### config.mk
export PLATFORM = sky130hd
export DESIGN_NAME = param_rr_arbiter_flat
export DESIGN_NICKNAME = d
export VERILOG_FILES = /design/src/rtl/param_rr_arbiter_pkg.sv /design/src/rtl/param_rr_arbiter_if.sv /design/src/rtl/param_rr_arbiter_id_fifo.sv /design/src/rtl/param_rr_arbiter.sv /design/src/flat_wrapper.sv
export SDC_FILE = /design/constraint.sdc
export NUM_CORES = 1
export LEC_CHECK = 0
export CAP_MARGIN = 20
export CELL_PAD_IN_SITES_DETAIL_PLACEMENT = 1
export CELL_PAD_IN_SITES_GLOBAL_PLACEMENT = 1
export CORE_MARGIN = 2
export CORE_UTILIZATION = 40
export CTS_CLUSTER_SIZE = 8
export DETAILED_ROUTE_END_ITERATION = 8
export DONT_BUFFER_PORTS = 1
export PLACE_DENSITY = 0.73
export SLEW_MARGIN = 20
export SYNTH_ARGS = -nofsm -noshare
export SYNTH_HDL_FRONTEND = slang
export SYNTH_HIERARCHICAL = 1
export SYNTH_SLANG_ARGS = --single-unit
### constraint.sdc
create_clock -name clk -period 3.3 [get_ports clk]
set_input_delay 0.495 -clock clk [delete_from_list [all_inputs] [get_ports clk]]
set_output_delay 0.495 -clock clk [all_outputs]
set_load 0.005 [all_outputs]
### src/rtl/param_rr_arbiter_pkg.sv
// Shared widths and types for the param-module arbiter and the blocks that talk to it.
package param_pkg;

   localparam int unsigned NUM_REQ         = 4;
   localparam int unsigned PARAM_WIDTH     = 32;
   localparam int unsigned MAX_NUM_LAYERS  = 16;
   localparam int unsigned MAX_OUTSTANDING = 4;

   // One extra bit so a layer index can address MAX_NUM_LAYERS itself.
   localparam int unsigned ADDR_W = $clog2(MAX_NUM_LAYERS) + 1;
   localparam int unsigned ID_W   = $clog2(NUM_REQ);
   localparam int unsigned CNT_W  = $clog2(MAX_OUTSTANDING) + 1;

   typedef logic [ADDR_W-1:0]      layer_addr_t;
   typedef logic [ID_W-1:0]        req_id_t;
   typedef logic [PARAM_WIDTH-1:0] param_data_t;

endpackage

### src/rtl/param_rr_arbiter_if.sv
// Requester-side bus: per-requester address channel plus broadcast response channel.
interface param_rr_arbiter_if #(
   parameter int unsigned NUM_REQ     = param_pkg::NUM_REQ,
   parameter int unsigned PARAM_WIDTH = param_pkg::PARAM_WIDTH,
   parameter int unsigned AW          = param_pkg::ADDR_W
);

   logic [NUM_REQ*AW-1:0]  req_addr;
   logic [NUM_REQ-1:0]     req_addr_valid;
   logic [NUM_REQ-1:0]     req_addr_ready;
   logic [PARAM_WIDTH-1:0] rsp_data;
   logic [NUM_REQ-1:0]     rsp_valid;
   logic [NUM_REQ-1:0]     rsp_ready;

   // Requesters drive addresses and response ready.
   modport master (
      output req_addr, req_addr_valid, rsp_ready,
      input  req_addr_ready, rsp_data, rsp_valid
   );

   // The arbiter accepts addresses and returns responses.
   modport slave (
      input  req_addr, req_addr_valid, rsp_ready,
      output req_addr_ready, rsp_data, rsp_valid
   );

endinterface

### src/rtl/param_rr_arbiter_id_fifo.sv
// Small synchronous FIFO holding the requester ID of each in-flight param request.
module param_id_fifo #(
   parameter int unsigned Depth = 4,
   parameter int unsigned IdW   = 2,
   localparam int unsigned CntW = $clog2(Depth) + 1
) (
   input  logic            clk,
   input  logic            rst_n,
   input  logic            push,
   input  logic [IdW-1:0]  push_id,
   input  logic            pop,
   output logic [IdW-1:0]  head_id,
   output logic            full,
   output logic            empty,
   output logic [CntW-1:0] count
);

   localparam int unsigned PtrW = (Depth > 1) ? $clog2(Depth) : 1;

   logic [IdW-1:0]  mem_q [Depth];
   logic [PtrW-1:0] wr_ptr_q, rd_ptr_q;
   logic [CntW-1:0] count_q;
   logic            do_push, do_pop;

   assign full    = (count_q == CntW'(Depth));
   assign empty   = (count_q == '0);
   assign count   = count_q;
   assign head_id = mem_q[rd_ptr_q];
   assign do_push = push && !full;
   assign do_pop  = pop && !empty;

   // Pointer wrap is explicit so non-power-of-two depths work.
   function automatic logic [PtrW-1:0] ptr_inc(input logic [PtrW-1:0] p);
      return (p == PtrW'(Depth - 1)) ? '0 : p + 1'b1;
   endfunction

   // Storage, pointers and occupancy; storage itself needs no reset.
   always_ff @(posedge clk) begin
      if (!rst_n) begin
         wr_ptr_q <= '0;
         rd_ptr_q <= '0;
         count_q  <= '0;
      end else begin
         if (do_push) begin
            mem_q[wr_ptr_q] <= push_id;
            wr_ptr_q        <= ptr_inc(wr_ptr_q);
         end
         if (do_pop) begin
            rd_ptr_q <= ptr_inc(rd_ptr_q);
         end
         case ({do_push, do_pop})
            2'b10:   count_q <= count_q + 1'b1;
            2'b01:   count_q <= count_q - 1'b1;
            default: count_q <= count_q;
         endcase
      end
   end

endmodule

### src/rtl/param_rr_arbiter.sv
// Round-robin arbiter sharing one param module among NUM_REQ requesters.
// Addresses go out through a one-entry registered slot; responses return in order
// and are steered to their owner using the ID FIFO head.
module param_rr_arbiter #(
   parameter int unsigned NUM_REQ         = param_pkg::NUM_REQ,
   parameter int unsigned PARAM_WIDTH     = param_pkg::PARAM_WIDTH,
   parameter int unsigned MAX_NUM_LAYERS  = param_pkg::MAX_NUM_LAYERS,
   parameter int unsigned MAX_OUTSTANDING = param_pkg::MAX_OUTSTANDING,
   localparam int unsigned AW             = $clog2(MAX_NUM_LAYERS) + 1,
   localparam int unsigned CW             = $clog2(MAX_OUTSTANDING) + 1
) (
   input  logic                   clk,
   input  logic                   rst_n,
   param_rr_arbiter_if.slave      req_bus,
   output logic [AW-1:0]          param_addr_p,
   output logic                   param_addr_valid_p,
   input  logic                   param_addr_ready_p,
   input  logic [PARAM_WIDTH-1:0] param_data_p,
   input  logic                   param_data_valid_p,
   output logic                   param_data_ready_p,
   output logic [CW-1:0]          outstanding_cnt,
   output logic                   err_spurious_rsp
);

   localparam int unsigned IdW = $clog2(NUM_REQ);

   logic [IdW-1:0] rr_ptr_q;
   logic [IdW-1:0] winner;
   logic [IdW-1:0] scan_idx;
   logic [IdW-1:0] head_id;
   logic           any_valid;
   logic           accept;
   logic           pop;
   logic           fifo_full, fifo_empty;

   // Pick the first valid requester at or after rr_ptr, wrapping around.
   always_comb begin
      any_valid = 1'b0;
      winner    = '0;
      scan_idx  = '0;
      for (int unsigned k = 0; k < NUM_REQ; k++) begin
         scan_idx = IdW'((32'(rr_ptr_q) + k) % NUM_REQ);
         if (!any_valid && req_bus.req_addr_valid[scan_idx]) begin
            any_valid = 1'b1;
            winner    = scan_idx;
         end
      end
   end

   // A full FIFO blocks accepts even when a pop is in flight this cycle.
   assign accept = any_valid && (!param_addr_valid_p || param_addr_ready_p) && !fifo_full;
   assign pop    = param_data_valid_p && param_data_ready_p;

   // Handshake and response steering toward the requesters.
   always_comb begin
      req_bus.req_addr_ready = '0;
      req_bus.rsp_valid      = '0;
      req_bus.rsp_data       = param_data_p;
      param_data_ready_p     = 1'b0;
      if (accept) begin
         req_bus.req_addr_ready[winner] = 1'b1;
      end
      if (!fifo_empty) begin
         req_bus.rsp_valid[head_id] = param_data_valid_p;
         param_data_ready_p         = req_bus.rsp_ready[head_id];
      end
   end

   // Output address slot, round-robin pointer and sticky spurious-response flag.
   always_ff @(posedge clk) begin
      if (!rst_n) begin
         param_addr_p       <= '0;
         param_addr_valid_p <= 1'b0;
         rr_ptr_q           <= '0;
         err_spurious_rsp   <= 1'b0;
      end else begin
         if (accept) begin
            param_addr_p       <= req_bus.req_addr[winner*AW +: AW];
            param_addr_valid_p <= 1'b1;
            rr_ptr_q           <= (winner == IdW'(NUM_REQ - 1)) ? '0 : winner + 1'b1;
         end else if (param_addr_ready_p) begin
            param_addr_valid_p <= 1'b0;
         end
         if (param_data_valid_p && fifo_empty) begin
            err_spurious_rsp <= 1'b1;
         end
      end
   end

   param_id_fifo #(
      .Depth (MAX_OUTSTANDING),
      .IdW   (IdW)
   ) u_id_fifo (
      .clk     (clk),
      .rst_n   (rst_n),
      .push    (accept),
      .push_id (winner),
      .pop     (pop),
      .head_id (head_id),
      .full    (fifo_full),
      .empty   (fifo_empty),
      .count   (outstanding_cnt)
   );

endmodule

### src/flat_wrapper.sv
// flat-port wrapper written by rule: the top's interface ports become plain ports
module param_rr_arbiter_flat 
#(
   parameter int unsigned NUM_REQ         = param_pkg::NUM_REQ,
   parameter int unsigned PARAM_WIDTH     = param_pkg::PARAM_WIDTH,
   parameter int unsigned MAX_NUM_LAYERS  = param_pkg::MAX_NUM_LAYERS,
   parameter int unsigned MAX_OUTSTANDING = param_pkg::MAX_OUTSTANDING,
   localparam int unsigned AW             = $clog2(MAX_NUM_LAYERS) + 1,
   localparam int unsigned CW             = $clog2(MAX_OUTSTANDING) + 1
)
  (clk, rst_n, param_addr_p, param_addr_valid_p, param_addr_ready_p, param_data_p, param_data_valid_p, param_data_ready_p, outstanding_cnt, err_spurious_rsp, req_bus_req_addr, req_bus_req_addr_valid, req_bus_rsp_ready, req_bus_req_addr_ready, req_bus_rsp_data, req_bus_rsp_valid);
  param_rr_arbiter_if #(.NUM_REQ(NUM_REQ), .PARAM_WIDTH(PARAM_WIDTH)) req_bus_i ();
  input  logic clk;
  input  logic rst_n;
  output logic [AW-1:0] param_addr_p;
  output logic param_addr_valid_p;
  input  logic param_addr_ready_p;
  input  logic [PARAM_WIDTH-1:0] param_data_p;
  input  logic param_data_valid_p;
  output logic param_data_ready_p;
  output logic [CW-1:0] outstanding_cnt;
  output logic err_spurious_rsp;
  input wire logic [$bits(req_bus_i.req_addr)-1:0] req_bus_req_addr;
  input wire logic [$bits(req_bus_i.req_addr_valid)-1:0] req_bus_req_addr_valid;
  input wire logic [$bits(req_bus_i.rsp_ready)-1:0] req_bus_rsp_ready;
  output wire logic [$bits(req_bus_i.req_addr_ready)-1:0] req_bus_req_addr_ready;
  output wire logic [$bits(req_bus_i.rsp_data)-1:0] req_bus_rsp_data;
  output wire logic [$bits(req_bus_i.rsp_valid)-1:0] req_bus_rsp_valid;
  assign req_bus_i.req_addr = req_bus_req_addr;
  assign req_bus_i.req_addr_valid = req_bus_req_addr_valid;
  assign req_bus_i.rsp_ready = req_bus_rsp_ready;
  assign req_bus_req_addr_ready = req_bus_i.req_addr_ready;
  assign req_bus_rsp_data = req_bus_i.rsp_data;
  assign req_bus_rsp_valid = req_bus_i.rsp_valid;
  param_rr_arbiter #(.NUM_REQ(NUM_REQ), .PARAM_WIDTH(PARAM_WIDTH), .MAX_NUM_LAYERS(MAX_NUM_LAYERS), .MAX_OUTSTANDING(MAX_OUTSTANDING)) u_core (.clk(clk), .rst_n(rst_n), .req_bus(req_bus_i), .param_addr_p(param_addr_p), .param_addr_valid_p(param_addr_valid_p), .param_addr_ready_p(param_addr_ready_p), .param_data_p(param_data_p), .param_data_valid_p(param_data_valid_p), .param_data_ready_p(param_data_ready_p), .outstanding_cnt(outstanding_cnt), .err_spurious_rsp(err_spurious_rsp));
endmodule
==> impl_metrics.yaml, run 1 <==
yosys:
  ys_ff_latch: 26
  synth_simple_gate_area_frac: 0.185
  synth_compound_area_frac: 0.107
  yosysUniqueCellTypes: 41
  synthMuxAreaShare: 0.112
  synthesis.area_mm2: 0.00177
  synth_xor_area_frac: 0.00990
  synth_edf_count: 8
  synth_fp_nets: 246
  async_flop_share: 0
  synthAdderAreaFrac: 0.0608
  synth.yosys.seq_area_share: 0.339
  yosysWarningCount: 6
  yosys_most_used_dff: "dfxtp_1"
  synth_top_family_by_area: "buffers and inverters"
  syn-instance-count: 174
  syn_area_per_cell_um2: 10.2
clocking:
  cts_buffers: 3
  cts_hold_buf: 0
  cts_max_level: 1
  cts.clk_slew.worst_paths_ns: 0.09
  cts_sinks: 26
  cts_tree: "built"
  worstSkewPairLatency_ns: 0.27
  cts_root_buffer: "clkbuf_8"
  cts-resized-gates: 0
  postCtsSetupBuffers: 0
  clock_path_buffers: 2
grt:
  grt_pass1_vias: 1289
  grt_overflow: 0
  antenna_found_initial: 0
  grt_pass1_wl_mm: 6.19
  track_usage: 0.154
  grt_max_degree: 27
sta:
  maxSlewViolCount: 0
  worstMarginPinSlew_ns: 0.567
  hold_viol_final: 0
  clock_skew_ns: 0.00380
  setup_violations: 0
  fin_crit_sh: 0.921
  rsz0062_at_grt: "false"
  relSlewSlack: 0.619
  timing.fmax_mhz: 329
  min_period_ns: 3.04
  tns_ns: 0
route:
  viasPerCell: 5.80
  wl_per_cell_um: 19.1
  drc: 0
  wl_mm: 3.67
  firstDrtPassIters: 4
  initialDrtViolationCount: 61
  drtAntennaViolNets: 0
  vias: 1113
power_and_ir_drop:
  p_seq_frac: 0.450
  pwr-share-comb: 0.356
  power_density_mw_per_mm2: 667
  switchingPower_mw: 0.387
  power.leakage_nw: 0.617
  ir_drop_uv: 257
  switching_share: 0.362
  pwr-share-clk: 0.193
  power.internal_mw: 0.682
die:
  dieWidth_um: 70.5
  rows: 24
  core-area_mm2: 0.00429
  start_util: 0.412
  io_pins: 115
  dieHeight_um: 70.5
  die_area_mm2: 0.00497
placement:
  dp_hpwl_mm: 2.90
  gp_congestion: 0.724
  dp_cells: 188
  postPlaceCellArea_mm2: 0.00155
  portBuffers: 0
layout:
  final_cell_area_mm2: 0.00160
  drive_gt1_frac: 0.129
  area_growth_pct: -9.41
  antenna_cells: 0
  finalNonFillerCells: 192
  nets: 213
worst_setup_path:
  slowest_delay_ns: 0.58
  worst-endpoint-required_ns: 3.51
  ff2ff_path_depth: 11
  critPathArrivalTime_ns: 3.25
  startpoint_type: "flip-flop"
  worstPathMaxFanout: 9
  path_buf_inv: 3
  cp_slowest_cell: "or3_1"
  rrSetupSlack_ns: 0.26
  path_class: "flip-flop to flip-flop"
  worst_setup_path_end_kind: "flip-flop"
  worst_r2r_endpoint: "u_core/u_id_fifo/count[2]$_SDFFE_PN0P_"
  r2r_start: "u_core/u_id_fifo/count[0]$_SDFFE_PN0P_"
  cp_cell_sequence: "nor3b_2 > or3_1 > inv_6 > nor2b_1 > inv_1 > ha_1 > inv_1 > fa_1 > xor2_1 > or3_1 > a21boi_0"
  path_delay_family: "simple AND/OR/NAND/NOR gates"
min_path:
  worstHoldPathType: "input pin to flip-flop"
  hold_path_end: "u_core/param_addr_valid_p$_SDFFE_PN0P_"
  worstHoldStart: "rst_n"
  hold_path_depth: 1
outcome:
  status: "completed"
flow_run:
  maxCapViolCount: 0
power groups by stage:
stage          registers (mW)  logic, mW  clock network [mW]
2_1_floorplan           0.460      0.374                   0
3_3_place_gp            0.484      0.356                   0
3_5_place_dp            0.490      0.385                   0
4_1_cts                 0.483      0.388               0.217
5_1_grt                 0.493      0.428               0.232
6_report                0.481      0.381               0.207
per-layer routing:
layer	part of all wire	vias up	GRT usage	wire (um)
met4	0.034	0	0.0598	123
met3	0.10	30	0.0519	378
met1	0.35	518	0.156	1290
met2	0.51	61	0.289	1880
met5	0	-	0	0
li1	-	504	-	-
kinds of logic (layout without fill, tap and decap cells):
logic type,Yosys count,count (layout)
multiplexers,16,16
adder cells (fa/ha/maj),8,8
XOR/XNOR,2,2
AO/OA/AOI/OAI,21,21
flip-flops,26,26
buffers and inverters,48,14
AND/OR/NAND/NOR,53,53
synthesized netlist by cell type (2+ instances only):
cell / count / area share
dfxtp_1: 18 / 0.20
nor2_1: 5 / 0.011
nand2_1: 11 / 0.023
mux2i_1: 13 / 0.074
buf_6: 3 / 0.019
nor3b_1: 3 / 0.013
a21oi_1: 5 / 0.014
edfxtp_1: 8 / 0.14
nor2b_1: 5 / 0.018
o21ai_0: 4 / 0.011
and3_1: 5 / 0.018
ha_1: 7 / 0.050
inv_1: 9 / 0.019
buf_4: 32 / 0.14
and2_1: 4 / 0.014
mux4_2: 3 / 0.038
o221ai_2: 5 / 0.042
nor3_1: 3 / 0.0085
nand3_1: 8 / 0.023
or3_1: 2 / 0.0071
worst max-delay path by stage:
stage | end | slack (ns) | startpoint | cells after the start
detailed placement | u_core/u_id_fifo/count[2]$_SDFFE_PN0P_ | 0.21 | req_bus_req_addr_valid[2] | 11
CTS | u_core/u_id_fifo/count[2]$_SDFFE_PN0P_ | 0.22 | u_core/u_id_fifo/count[0]$_SDFFE_PN0P_ | 11
global placement | u_core/u_id_fifo/count[2]$_SDFFE_PN0P_ | 0.42 | req_bus_req_addr_valid[2] | 11
floorplan | u_core/u_id_fifo/count[2]$_SDFFE_PN0P_ | 0.53 | flip-flop | 11
finish | u_core/u_id_fifo/count[2]$_SDFFE_PN0P_ | 0.26 | u_core/u_id_fifo/count[0]$_SDFFE_PN0P_ | 11
global route | u_core/u_id_fifo/count[2]$_SDFFE_PN0P_ | 0.03 | u_core/u_id_fifo/count[0]$_SDFFE_PN0P_ | 11
through the flow:
step                utilization  worst slack (ns)  total power, mW  hold WS [ns]
floorplan                     -             0.533            0.834         0.468
global placement          0.360             0.423            0.841         0.485
detailed placement        0.360             0.206            0.875         0.513
CTS                       0.373             0.217             1.09         0.340
global route              0.373            0.0298             1.15         0.334
finish                    0.373             0.259             1.07         0.352
state kept, by name, summed over array words and instances, names as in the netlist, named ones only:
name	flops
u_core/u_id_fifo/mem_q	8
u_core/param_addr_p	5
u_core/u_id_fifo/count	3
u_core/rr_ptr_q	2
u_core/u_id_fifo/rd_ptr_q	2
u_core/u_id_fifo/wr_ptr_q	2
u_core/err_spurious_rsp	1
u_core/param_addr_valid_p	1
area by class of cell:
cell class / count / area (um2)
fill: 485 / 2690
inverter: 10 / 42.5
sequential: 26 / 601
tap: 52 / 65.1
clock buffer: 4 / 55.1
multi-input combinational: 100 / 840
cells in the final DEF, fill, tap and decap left out, types with 2 or more instances in the layout:
cell type,count
a21oi_1,5
and3_1,5
or3_1,2
mux4_2,3
edfxtp_1,8
o221ai_2,5
clkbuf_8,4
dfxtp_1,18
o21ai_0,4
inv_1,9
nand3_1,8
nor2_1,5
nor3_1,3
nand2_1,11
mux2i_1,13
nor2b_1,5
and2_1,4
ha_1,7
nor3b_1,3
Power figures use the tool's default switching activity.
==> run 2: changes to the inputs <==
--- a/config.mk
+++ b/config.mk
@@ -5,6 +5,7 @@
 export SDC_FILE = /design/constraint.sdc
 export NUM_CORES = 1
 export LEC_CHECK = 0
+export ABC_CLOCK_PERIOD_IN_PS = 3300
 export CAP_MARGIN = 20
 export CELL_PAD_IN_SITES_DETAIL_PLACEMENT = 1
 export CELL_PAD_IN_SITES_GLOBAL_PLACEMENT = 1
@@ -14,8 +15,10 @@
 export DETAILED_ROUTE_END_ITERATION = 8
 export DONT_BUFFER_PORTS = 1
 export PLACE_DENSITY = 0.73
+export SKIP_CTS_REPAIR_TIMING = 1
 export SLEW_MARGIN = 20
 export SYNTH_ARGS = -nofsm -noshare
 export SYNTH_HDL_FRONTEND = slang
 export SYNTH_HIERARCHICAL = 1
 export SYNTH_SLANG_ARGS = --single-unit
+export TNS_END_PERCENT = 5
==> results of run 2 <==
Final layout, timing and power as in run 1 (identical DEF).
